$ cat src/rtl/avm_read_prefetcher_pkg.sv
// Shared types and constants for the Avalon-MM read prefetcher.
package avm_prefetch_pkg;

  // Controller states: idle, issuing reads, waiting for the consumer, completion pulse.
  typedef enum logic [1:0] {
    ST_IDLE   = 2'd0,
    ST_FETCH  = 2'd1,
    ST_DRAIN  = 2'd2,
    ST_FINISH = 2'd3
  } state_e;

  // Byte distance between consecutive 32-bit words.
  localparam int ADDR_STRIDE = 4;

  localparam int DEF_DATA_WIDTH  = 32;
  localparam int DEF_ADDR_WIDTH  = 32;
  localparam int DEF_COUNT_WIDTH = 19;
  localparam int DEF_FIFO_DEPTH  = 8;

endpackage

$ cat src/rtl/avm_read_prefetcher_if.sv
// Control, stream and Avalon-MM master signals of the prefetcher.
// The master modport is the prefetcher's view (it masters the Avalon bus and
// sources the stream); the slave modport is the surrounding system's view.
interface avm_read_prefetcher_if #(
  parameter int DATA_WIDTH  = avm_prefetch_pkg::DEF_DATA_WIDTH,
  parameter int ADDR_WIDTH  = avm_prefetch_pkg::DEF_ADDR_WIDTH,
  parameter int COUNT_WIDTH = avm_prefetch_pkg::DEF_COUNT_WIDTH
);
  // control
  logic                   start;
  logic                   abort;
  logic [ADDR_WIDTH-1:0]  base_addr;
  logic [COUNT_WIDTH-1:0] word_count;
  logic                   busy;
  logic                   done;
  // stream to the datapath
  logic [DATA_WIDTH-1:0]  data_out;
  logic                   data_valid;
  logic                   data_ready;
  // Avalon-MM read master
  logic [ADDR_WIDTH-1:0]  avm_avalonmaster_address;
  logic                   avm_avalonmaster_read;
  logic                   avm_avalonmaster_waitrequest;
  logic [DATA_WIDTH-1:0]  avm_avalonmaster_readdata;

  modport master (
    input  start, abort, base_addr, word_count, data_ready,
           avm_avalonmaster_waitrequest, avm_avalonmaster_readdata,
    output busy, done, data_out, data_valid,
           avm_avalonmaster_address, avm_avalonmaster_read
  );

  modport slave (
    output start, abort, base_addr, word_count, data_ready,
           avm_avalonmaster_waitrequest, avm_avalonmaster_readdata,
    input  busy, done, data_out, data_valid,
           avm_avalonmaster_address, avm_avalonmaster_read
  );
endinterface

$ cat src/rtl/avm_read_prefetcher_fifo.sv
// Small synchronous FIFO with a registered head word, occupancy count and flush.
// Push and pop may happen together at any occupancy, including full.
module sync_fifo #(
  parameter int WIDTH = 32,
  parameter int DEPTH = 8,
  parameter int CW    = $clog2(DEPTH) + 1
) (
  input  logic             clk,
  input  logic             rst_n,
  input  logic             flush_i,
  input  logic             push_i,
  input  logic [WIDTH-1:0] push_data_i,
  input  logic             pop_i,
  output logic [WIDTH-1:0] head_o,
  output logic [CW-1:0]    count_o
);
  localparam int AW = $clog2(DEPTH);
  localparam logic [CW-1:0] FULL_C = CW'(DEPTH);

  logic [WIDTH-1:0] mem_q [0:DEPTH-1];
  logic [AW-1:0]    wr_ptr_q, wr_ptr_d, rd_ptr_q, rd_ptr_d, rd_ptr_inc;
  logic [CW-1:0]    count_q, count_d;
  logic [WIDTH-1:0] head_q, head_d;
  logic             push_eff, pop_eff;

  // Next pointers, count and head word; the head is refilled from storage on pop
  // or taken straight from the push data when the FIFO is (becoming) empty.
  always_comb begin
    pop_eff    = pop_i && (count_q != '0);
    push_eff   = push_i && ((count_q != FULL_C) || pop_eff);
    rd_ptr_inc = rd_ptr_q + AW'(1);
    wr_ptr_d   = wr_ptr_q;
    rd_ptr_d   = rd_ptr_q;
    count_d    = count_q;
    head_d     = head_q;
    if (flush_i) begin
      wr_ptr_d = '0;
      rd_ptr_d = '0;
      count_d  = '0;
      head_d   = '0;
    end else begin
      if (push_eff) wr_ptr_d = wr_ptr_q + AW'(1);
      if (pop_eff)  rd_ptr_d = rd_ptr_inc;
      case ({push_eff, pop_eff})
        2'b10:   count_d = count_q + CW'(1);
        2'b01:   count_d = count_q - CW'(1);
        default: count_d = count_q;
      endcase
      if (push_eff && ((count_q == '0) || (pop_eff && (count_q == CW'(1)))))
        head_d = push_data_i;
      else if (pop_eff && (count_q > CW'(1)))
        head_d = mem_q[rd_ptr_inc];
    end
  end

  // Storage array; no reset so it maps onto plain RAM.
  always_ff @(posedge clk) begin
    if (push_eff && !flush_i) mem_q[wr_ptr_q] <= push_data_i;
  end

  // Pointer, count and head registers.
  always_ff @(posedge clk or negedge rst_n) begin
    if (!rst_n) begin
      wr_ptr_q <= '0;
      rd_ptr_q <= '0;
      count_q  <= '0;
      head_q   <= '0;
    end else begin
      wr_ptr_q <= wr_ptr_d;
      rd_ptr_q <= rd_ptr_d;
      count_q  <= count_d;
      head_q   <= head_d;
    end
  end

  assign head_o  = head_q;
  assign count_o = count_q;

endmodule

$ cat src/rtl/avm_read_prefetcher.sv
// Block read front-end: fetches word_count words from base_addr over Avalon-MM,
// buffers them and streams them to the accumulate datapath.
module avm_read_prefetcher
  import avm_prefetch_pkg::*;
#(
  parameter int DATA_WIDTH  = DEF_DATA_WIDTH,
  parameter int ADDR_WIDTH  = DEF_ADDR_WIDTH,
  parameter int COUNT_WIDTH = DEF_COUNT_WIDTH,
  parameter int FIFO_DEPTH  = DEF_FIFO_DEPTH
) (
  input logic                   csi_clock_clk,
  input logic                   csi_clock_reset_n,
  avm_read_prefetcher_if.master bus
);
  localparam int FIFO_CW = $clog2(FIFO_DEPTH) + 1;
  localparam logic [FIFO_CW-1:0]    FIFO_FULL = FIFO_CW'(FIFO_DEPTH);
  localparam logic [ADDR_WIDTH-1:0] STRIDE    = ADDR_WIDTH'(ADDR_STRIDE);

  state_e                 state_q, state_d;
  logic [ADDR_WIDTH-1:0]  addr_q, addr_d;
  logic [COUNT_WIDTH-1:0] total_q, total_d;
  logic [COUNT_WIDTH-1:0] issued_q, issued_d, issued_inc;
  logic                   abort_q, abort_d;   // abort seen while a read was stalled

  logic [FIFO_CW-1:0]     fifo_count;
  logic [DATA_WIDTH-1:0]  fifo_head;
  logic                   fifo_push, fifo_pop, fifo_flush;
  logic                   rd_en, accept, abort_req, data_valid;

  // read depends only on state and FIFO occupancy registers, never on waitrequest,
  // so it cannot drop while a stalled transfer waits (occupancy cannot rise then).
  assign rd_en      = (state_q == ST_FETCH) && (fifo_count < FIFO_FULL);
  assign accept     = rd_en && !bus.avm_avalonmaster_waitrequest;
  assign abort_req  = abort_q || bus.abort;
  assign issued_inc = issued_q + COUNT_WIDTH'(1);
  assign data_valid = (fifo_count != '0);
  assign fifo_pop   = data_valid && bus.data_ready;

  // Next-state and datapath control; defaults hold every register.
  always_comb begin
    state_d    = state_q;
    addr_d     = addr_q;
    total_d    = total_q;
    issued_d   = issued_q;
    abort_d    = abort_q;
    fifo_push  = 1'b0;
    fifo_flush = 1'b0;
    case (state_q)
      ST_IDLE: begin
        if (bus.start) begin
          addr_d   = bus.base_addr;
          total_d  = bus.word_count;
          issued_d = '0;
          abort_d  = 1'b0;
          state_d  = (bus.word_count != '0) ? ST_FETCH : ST_FINISH;
        end
      end
      ST_FETCH: begin
        if (abort_req) begin
          if (rd_en && bus.avm_avalonmaster_waitrequest) begin
            // let the outstanding read complete; its data is dropped later
            abort_d = 1'b1;
          end else begin
            abort_d    = 1'b0;
            fifo_flush = 1'b1;
            state_d    = ST_FINISH;
          end
        end else if (accept) begin
          fifo_push = 1'b1;
          addr_d    = addr_q + STRIDE;
          issued_d  = issued_inc;
          if (issued_inc == total_q) state_d = ST_DRAIN;
        end
      end
      ST_DRAIN: begin
        if (bus.abort) begin
          fifo_flush = 1'b1;
          state_d    = ST_FINISH;
        end else if (fifo_count == '0) begin
          state_d = ST_FINISH;
        end
      end
      ST_FINISH: begin
        state_d = ST_IDLE;
      end
      default: state_d = ST_IDLE;
    endcase
  end

  // Controller registers.
  always_ff @(posedge csi_clock_clk or negedge csi_clock_reset_n) begin
    if (!csi_clock_reset_n) begin
      state_q  <= ST_IDLE;
      addr_q   <= '0;
      total_q  <= '0;
      issued_q <= '0;
      abort_q  <= 1'b0;
    end else begin
      state_q  <= state_d;
      addr_q   <= addr_d;
      total_q  <= total_d;
      issued_q <= issued_d;
      abort_q  <= abort_d;
    end
  end

  sync_fifo #(
    .WIDTH (DATA_WIDTH),
    .DEPTH (FIFO_DEPTH),
    .CW    (FIFO_CW)
  ) u_fifo (
    .clk         (csi_clock_clk),
    .rst_n       (csi_clock_reset_n),
    .flush_i     (fifo_flush),
    .push_i      (fifo_push),
    .push_data_i (bus.avm_avalonmaster_readdata),
    .pop_i       (fifo_pop),
    .head_o      (fifo_head),
    .count_o     (fifo_count)
  );

  assign bus.avm_avalonmaster_read    = rd_en;
  assign bus.avm_avalonmaster_address = addr_q;
  assign bus.busy                     = (state_q != ST_IDLE);
  assign bus.done                     = (state_q == ST_FINISH);
  assign bus.data_out                 = fifo_head;
  assign bus.data_valid               = data_valid;

endmodule

$ cat src/flat_wrapper.sv
// flat-port wrapper written by rule: the top's interface ports become plain ports
module avm_read_prefetcher_flat import avm_prefetch_pkg::*;
#(
  parameter int DATA_WIDTH  = DEF_DATA_WIDTH,
  parameter int ADDR_WIDTH  = DEF_ADDR_WIDTH,
  parameter int COUNT_WIDTH = DEF_COUNT_WIDTH,
  parameter int FIFO_DEPTH  = DEF_FIFO_DEPTH
)
  (csi_clock_clk, csi_clock_reset_n, bus_start, bus_abort, bus_base_addr, bus_word_count, bus_data_ready, bus_avm_avalonmaster_waitrequest, bus_avm_avalonmaster_readdata, bus_busy, bus_done, bus_data_out, bus_data_valid, bus_avm_avalonmaster_address, bus_avm_avalonmaster_read);
  avm_read_prefetcher_if #(.DATA_WIDTH(DATA_WIDTH), .ADDR_WIDTH(ADDR_WIDTH), .COUNT_WIDTH(COUNT_WIDTH)) bus_i ();
  input logic csi_clock_clk;
  input logic csi_clock_reset_n;
  input wire logic [$bits(bus_i.start)-1:0] bus_start;
  input wire logic [$bits(bus_i.abort)-1:0] bus_abort;
  input wire logic [$bits(bus_i.base_addr)-1:0] bus_base_addr;
  input wire logic [$bits(bus_i.word_count)-1:0] bus_word_count;
  input wire logic [$bits(bus_i.data_ready)-1:0] bus_data_ready;
  input wire logic [$bits(bus_i.avm_avalonmaster_waitrequest)-1:0] bus_avm_avalonmaster_waitrequest;
  input wire logic [$bits(bus_i.avm_avalonmaster_readdata)-1:0] bus_avm_avalonmaster_readdata;
  output wire logic [$bits(bus_i.busy)-1:0] bus_busy;
  output wire logic [$bits(bus_i.done)-1:0] bus_done;
  output wire logic [$bits(bus_i.data_out)-1:0] bus_data_out;
  output wire logic [$bits(bus_i.data_valid)-1:0] bus_data_valid;
  output wire logic [$bits(bus_i.avm_avalonmaster_address)-1:0] bus_avm_avalonmaster_address;
  output wire logic [$bits(bus_i.avm_avalonmaster_read)-1:0] bus_avm_avalonmaster_read;
  assign bus_i.start = bus_start;
  assign bus_i.abort = bus_abort;
  assign bus_i.base_addr = bus_base_addr;
  assign bus_i.word_count = bus_word_count;
  assign bus_i.data_ready = bus_data_ready;
  assign bus_i.avm_avalonmaster_waitrequest = bus_avm_avalonmaster_waitrequest;
  assign bus_i.avm_avalonmaster_readdata = bus_avm_avalonmaster_readdata;
  assign bus_busy = bus_i.busy;
  assign bus_done = bus_i.done;
  assign bus_data_out = bus_i.data_out;
  assign bus_data_valid = bus_i.data_valid;
  assign bus_avm_avalonmaster_address = bus_i.avm_avalonmaster_address;
  assign bus_avm_avalonmaster_read = bus_i.avm_avalonmaster_read;
  avm_read_prefetcher #(.DATA_WIDTH(DATA_WIDTH), .ADDR_WIDTH(ADDR_WIDTH), .COUNT_WIDTH(COUNT_WIDTH), .FIFO_DEPTH(FIFO_DEPTH)) u_core (.csi_clock_clk(csi_clock_clk), .csi_clock_reset_n(csi_clock_reset_n), .bus(bus_i));
endmodule
$ cat config.mk
export PLATFORM = sky130hd
export DESIGN_NAME = avm_read_prefetcher_flat
export DESIGN_NICKNAME = d
export VERILOG_FILES = /design/src/rtl/avm_read_prefetcher_pkg.sv /design/src/rtl/avm_read_prefetcher_if.sv /design/src/rtl/avm_read_prefetcher_fifo.sv /design/src/rtl/avm_read_prefetcher.sv /design/src/flat_wrapper.sv
export SDC_FILE = /design/constraint.sdc
export NUM_CORES = 1
export LEC_CHECK = 0
export ABC_AREA = 1
export CAP_MARGIN = 10
export CORE_MARGIN = 2
export CORE_UTILIZATION = 47
export DETAILED_ROUTE_END_ITERATION = 10
export PLACE_DENSITY = 0.67
export SLEW_MARGIN = 40
export SYNTH_ARGS = -nofsm -noshare
export SYNTH_HDL_FRONTEND = slang
export SYNTH_SLANG_ARGS = --single-unit
$ cat constraint.sdc
create_clock -name csi_clock_clk -period 5.2 [get_ports csi_clock_clk]
set_clock_uncertainty 0.2 [all_clocks]
set_input_delay 1.04 -clock csi_clock_clk [delete_from_list [all_inputs] [get_ports csi_clock_clk]]
set_output_delay 1.04 -clock csi_clock_clk [all_outputs]
set_load 0.05 [all_outputs]
==> run summary <==
Status: finished clean
Most common cell after layout, fill and taps aside: nand2_1
Post-synthesis register bit count: 371
Via density: 5.52
HP Class: reg2reg
Ys Warns: 0
Arr. time, crit path: 3.07 ns
Gate power share: 43.5%
Layout Nets: 1859
DR DRC count: 0
Total Routing Usage GR: 22.8%
Req. time, crit path: 3.96 ns
Total power: 12.2 mW
RSZ-0062 raised after global routing: no
Crit end category: primary output
WL/cell: 18.5 microns
Fmax: 0.232 GHz
Setup crit start kind: flip-flop
Drt first pass iters: 5
Hold Startpoint: u_core.bus.avm_avalonmaster_address[0]$_DFFE_PN0P_
Die height: 192 microns
DIE AREA: 36700 sq um
Final Critical Period: 4.31 ns
Initial antenna violation count: 1
Clock share of power: 23.6%
H-tree depth: 2
Fin crit share: 82.9%
Post-synthesis mux area share: 0.204%
Die width: 192 microns
Reg2reg end: u_core.u_fifo.mem_q[0][8]$_DFFE_PP_
First-pass GRT wire length: 65.5 mm
Sequential share of the synthesized area: 63.8%
Crit Path Category: reg2out
Syn Area/Cell: 10.3 sq um
Worst r2r src: u_core.state_q[1]$_DFFE_PN0P_
Fillers: 2916
Total grt overflow: 0
Synth top area share: 46.4%
Routed wl met2: 19.3 mm
Worst Max-Slew Pin Slew: 0.754 ns
Share of layout cells above drive strength 1: 7.38%
P&R area growth vs syn: 20.9%
Num CTS Buffers: 41
Synth Flop Type: edfxtp_1
NetSw: 5.08 mW
Clk sinks: 371
CTS tree: built
Pin count of the biggest net entering global routing: 87
RePlAce Congestion: 0.866
P_int: 7.11 mW
PwrDens: 609 nW/um^2
Mapped cell area: 16600 sq um
# hold bufs at CTS: 0
Final design utilization: 57.8%
Clock-pin transition on the worst setup and hold timing paths: 0.06 ns
Initial Utilization: 47.8%
Leakage: 7.65 nW
Area contributors post-synth: edfxtp_1 46%, dfrtp_1 17%, nand2_1 9.5%, nand3_1 4.3%, inv_1 2.9%
Core ar.: 34600 sq um
CTS resizes: 0
Met3 wire length: 3.06 mm
Worst reg2reg setup slack: 1.60 ns
CTS Root Cell: clkbuf_16
Num ports: 157
Slew Limit Fails: 0
Antenna fix cells: 0
Post-DRT Antenna Nets: 0
Row Count: 68
Setup TNS Final: 0 ns
Final setup vio count: 0
Synth Area in XOR/XNOR: 0.952%
Seq pwr share: 32.9%
Vias: 12376
Pre-CTS setup slack: 1.25 ns
Synth unique cells: 39
Worst slew margin: 49.7%
Number of synthesized flops with an enable pin: 256
HPWL after DPL: 25.5 mm
Final wirelength: 41.5 mm
Post-CTS Setup Inserts: 0
Max-cap violations: 0
Async set-reset flop share out of synthesis: 31.0%
Largest family of logic cells by synthesized area: simple AND/OR/NAND/NOR gates
Starting DRT DRC Count: 868
Hold EP: u_core.bus.avm_avalonmaster_address[0]$_DFFE_PN0P_
Sw frac: 41.6%
Highest-count cells in the layout ignoring fill and taps: 419 x nand2_1, 256 x edfxtp_1, 155 x clkdlybuf4s50_1
Clock Path Buffers: 3
Metal-1 WL: 18.3 mm
Worst Hold Slack: 0.308 ns
Hold path depth: 2
Area taken by multi-input logic gates: 5240 sq um
Vias in the first global route: 12026
Crit Path Max Fanout: 40
Syn nets: 1714
Post-synthesis simple-gate area fraction: 17.9%
Max layer used: met5
# port buffers: 156
Post-synth top area cell: edfxtp_1
Adder-cell share of the synthesized area: 0.907%
Cells after Synth: 1613
Peak VDD IR: 0.351 mV
Final worst setup slack: 0.887 ns
Clock latency on the worst-skew pair: 0.55 ns
Hold Fails Final Rpt: 0
Register area: 10600 sq um
Reg2reg path depth: 10
Synth Area in Compound Gates: 11.2%
-- power groups by stage --
stage / logic, mW / registers (mW) / clock network, mW
after floorplan: 2.98 / 4.74 / 0
after global placement: 5.20 / 4.05 / 0
after detailed placement: 5.31 / 4.06 / 0
after CTS: 5.33 / 4.00 / 2.92
after global routing: 5.86 / 4.07 / 3.05
final: 5.31 / 4.01 / 2.88
-- cells in the mapped netlist (16+ instances only) --
library cell  number
clkbuf_1          51
inv_1            129
o21ai_0           93
nand3_1          141
nor2_1            73
a32o_1            32
nand2_1          421
edfxtp_1         256
o22ai_1           53
a21oi_1           56
o211ai_1          39
dfrtp_1          115
xor2_1            16
buf_2             18
nor3_1            16
-- area by class of cell --
class | count | share of cell area, %
Tap cell | 455 | 2.85
Sequential cell | 371 | 52.8
Timing Repair Buffer | 184 | 8.94
Clock buffer | 55 | 5.75
Clock inverter | 18 | 0.938
Inverter | 134 | 2.53
Multi-Input combinational cell | 1026 | 26.2
-- registers in the layout (all words and copies together), names as in the netlist --
name                                 count
u_core.u_fifo.count_o                    4
u_core.u_fifo.rd_ptr_q                   3
u_core.u_fifo.wr_ptr_q                   3
u_core.bus.avm_avalonmaster_address     32
u_core.issued_q                         19
u_core.state_q                           2
u_core.abort_q                           1
u_core.u_fifo.mem_q                    256
u_core.u_fifo.head_o                    32
u_core.total_q                          19
-- metrics by stage --
step           area (sq um)  cells
2_1_floorplan         16600   1613
3_3_place_gp          18700   2170
3_5_place_dp          18700   2170
4_1_cts               20000   2243
5_1_grt               20000   2243
6_report              20000   2243
-- layer usage --
metal | track usage [%] | vias up
li1 | - | 5930
met1 | 31.5 | 5948
met2 | 37.3 | 437
met3 | 3.93 | 59
met4 | 6.18 | 2
met5 | 0 | -
-- critical path, stage by stage (launching register included) --
cell and delay (ns):
dfrtp_1 0.41, inv_1 0.13, ha_1 0.16, buf_4 0.37, inv_2 0.36, nor2_2 0.21
clkdlybuf4s50_1 0.87
-- kinds of logic (layout without fill, tap and decap cells) --
logic type,Yosys count,after routing
adders and majority gates,12,12
DFF,371,371
xor gates and xnor gates,18,18
AOI/OAI and AO/OA,297,297
and+or+nand+nor,696,696
muxes,3,3
buffers and inverters,216,391
-- how the worst max path moves through the flow --
| stage | start | slack [ns] | end | depth (start not counted) |
|---|---|---|---|---|
| CTS | u_core.state_q[1]$_DFFE_PN0P_ | 0.88 | bus_avm_avalonmaster_read | 6 |
| global route | u_core.state_q[1]$_DFFE_PN0P_ | 0.76 | bus_avm_avalonmaster_read | 6 |
| floorplan | u_core.state_q[1]$_DFFE_PN0P_ | 0.59 | u_core.u_fifo.mem_q[2][0]$_DFFE_PP_ | 8 |
| finish | u_core.state_q[1]$_DFFE_PN0P_ | 0.89 | bus_avm_avalonmaster_read | 6 |
| detailed placement | bus_abort | 1.25 | u_core.bus.avm_avalonmaster_address[25]$_DFFE_PN0P_ | 10 |
| global placement | bus_abort | 1.29 | u_core.bus.avm_avalonmaster_address[25]$_DFFE_PN0P_ | 10 |
(Power assumes the default switching activity.)
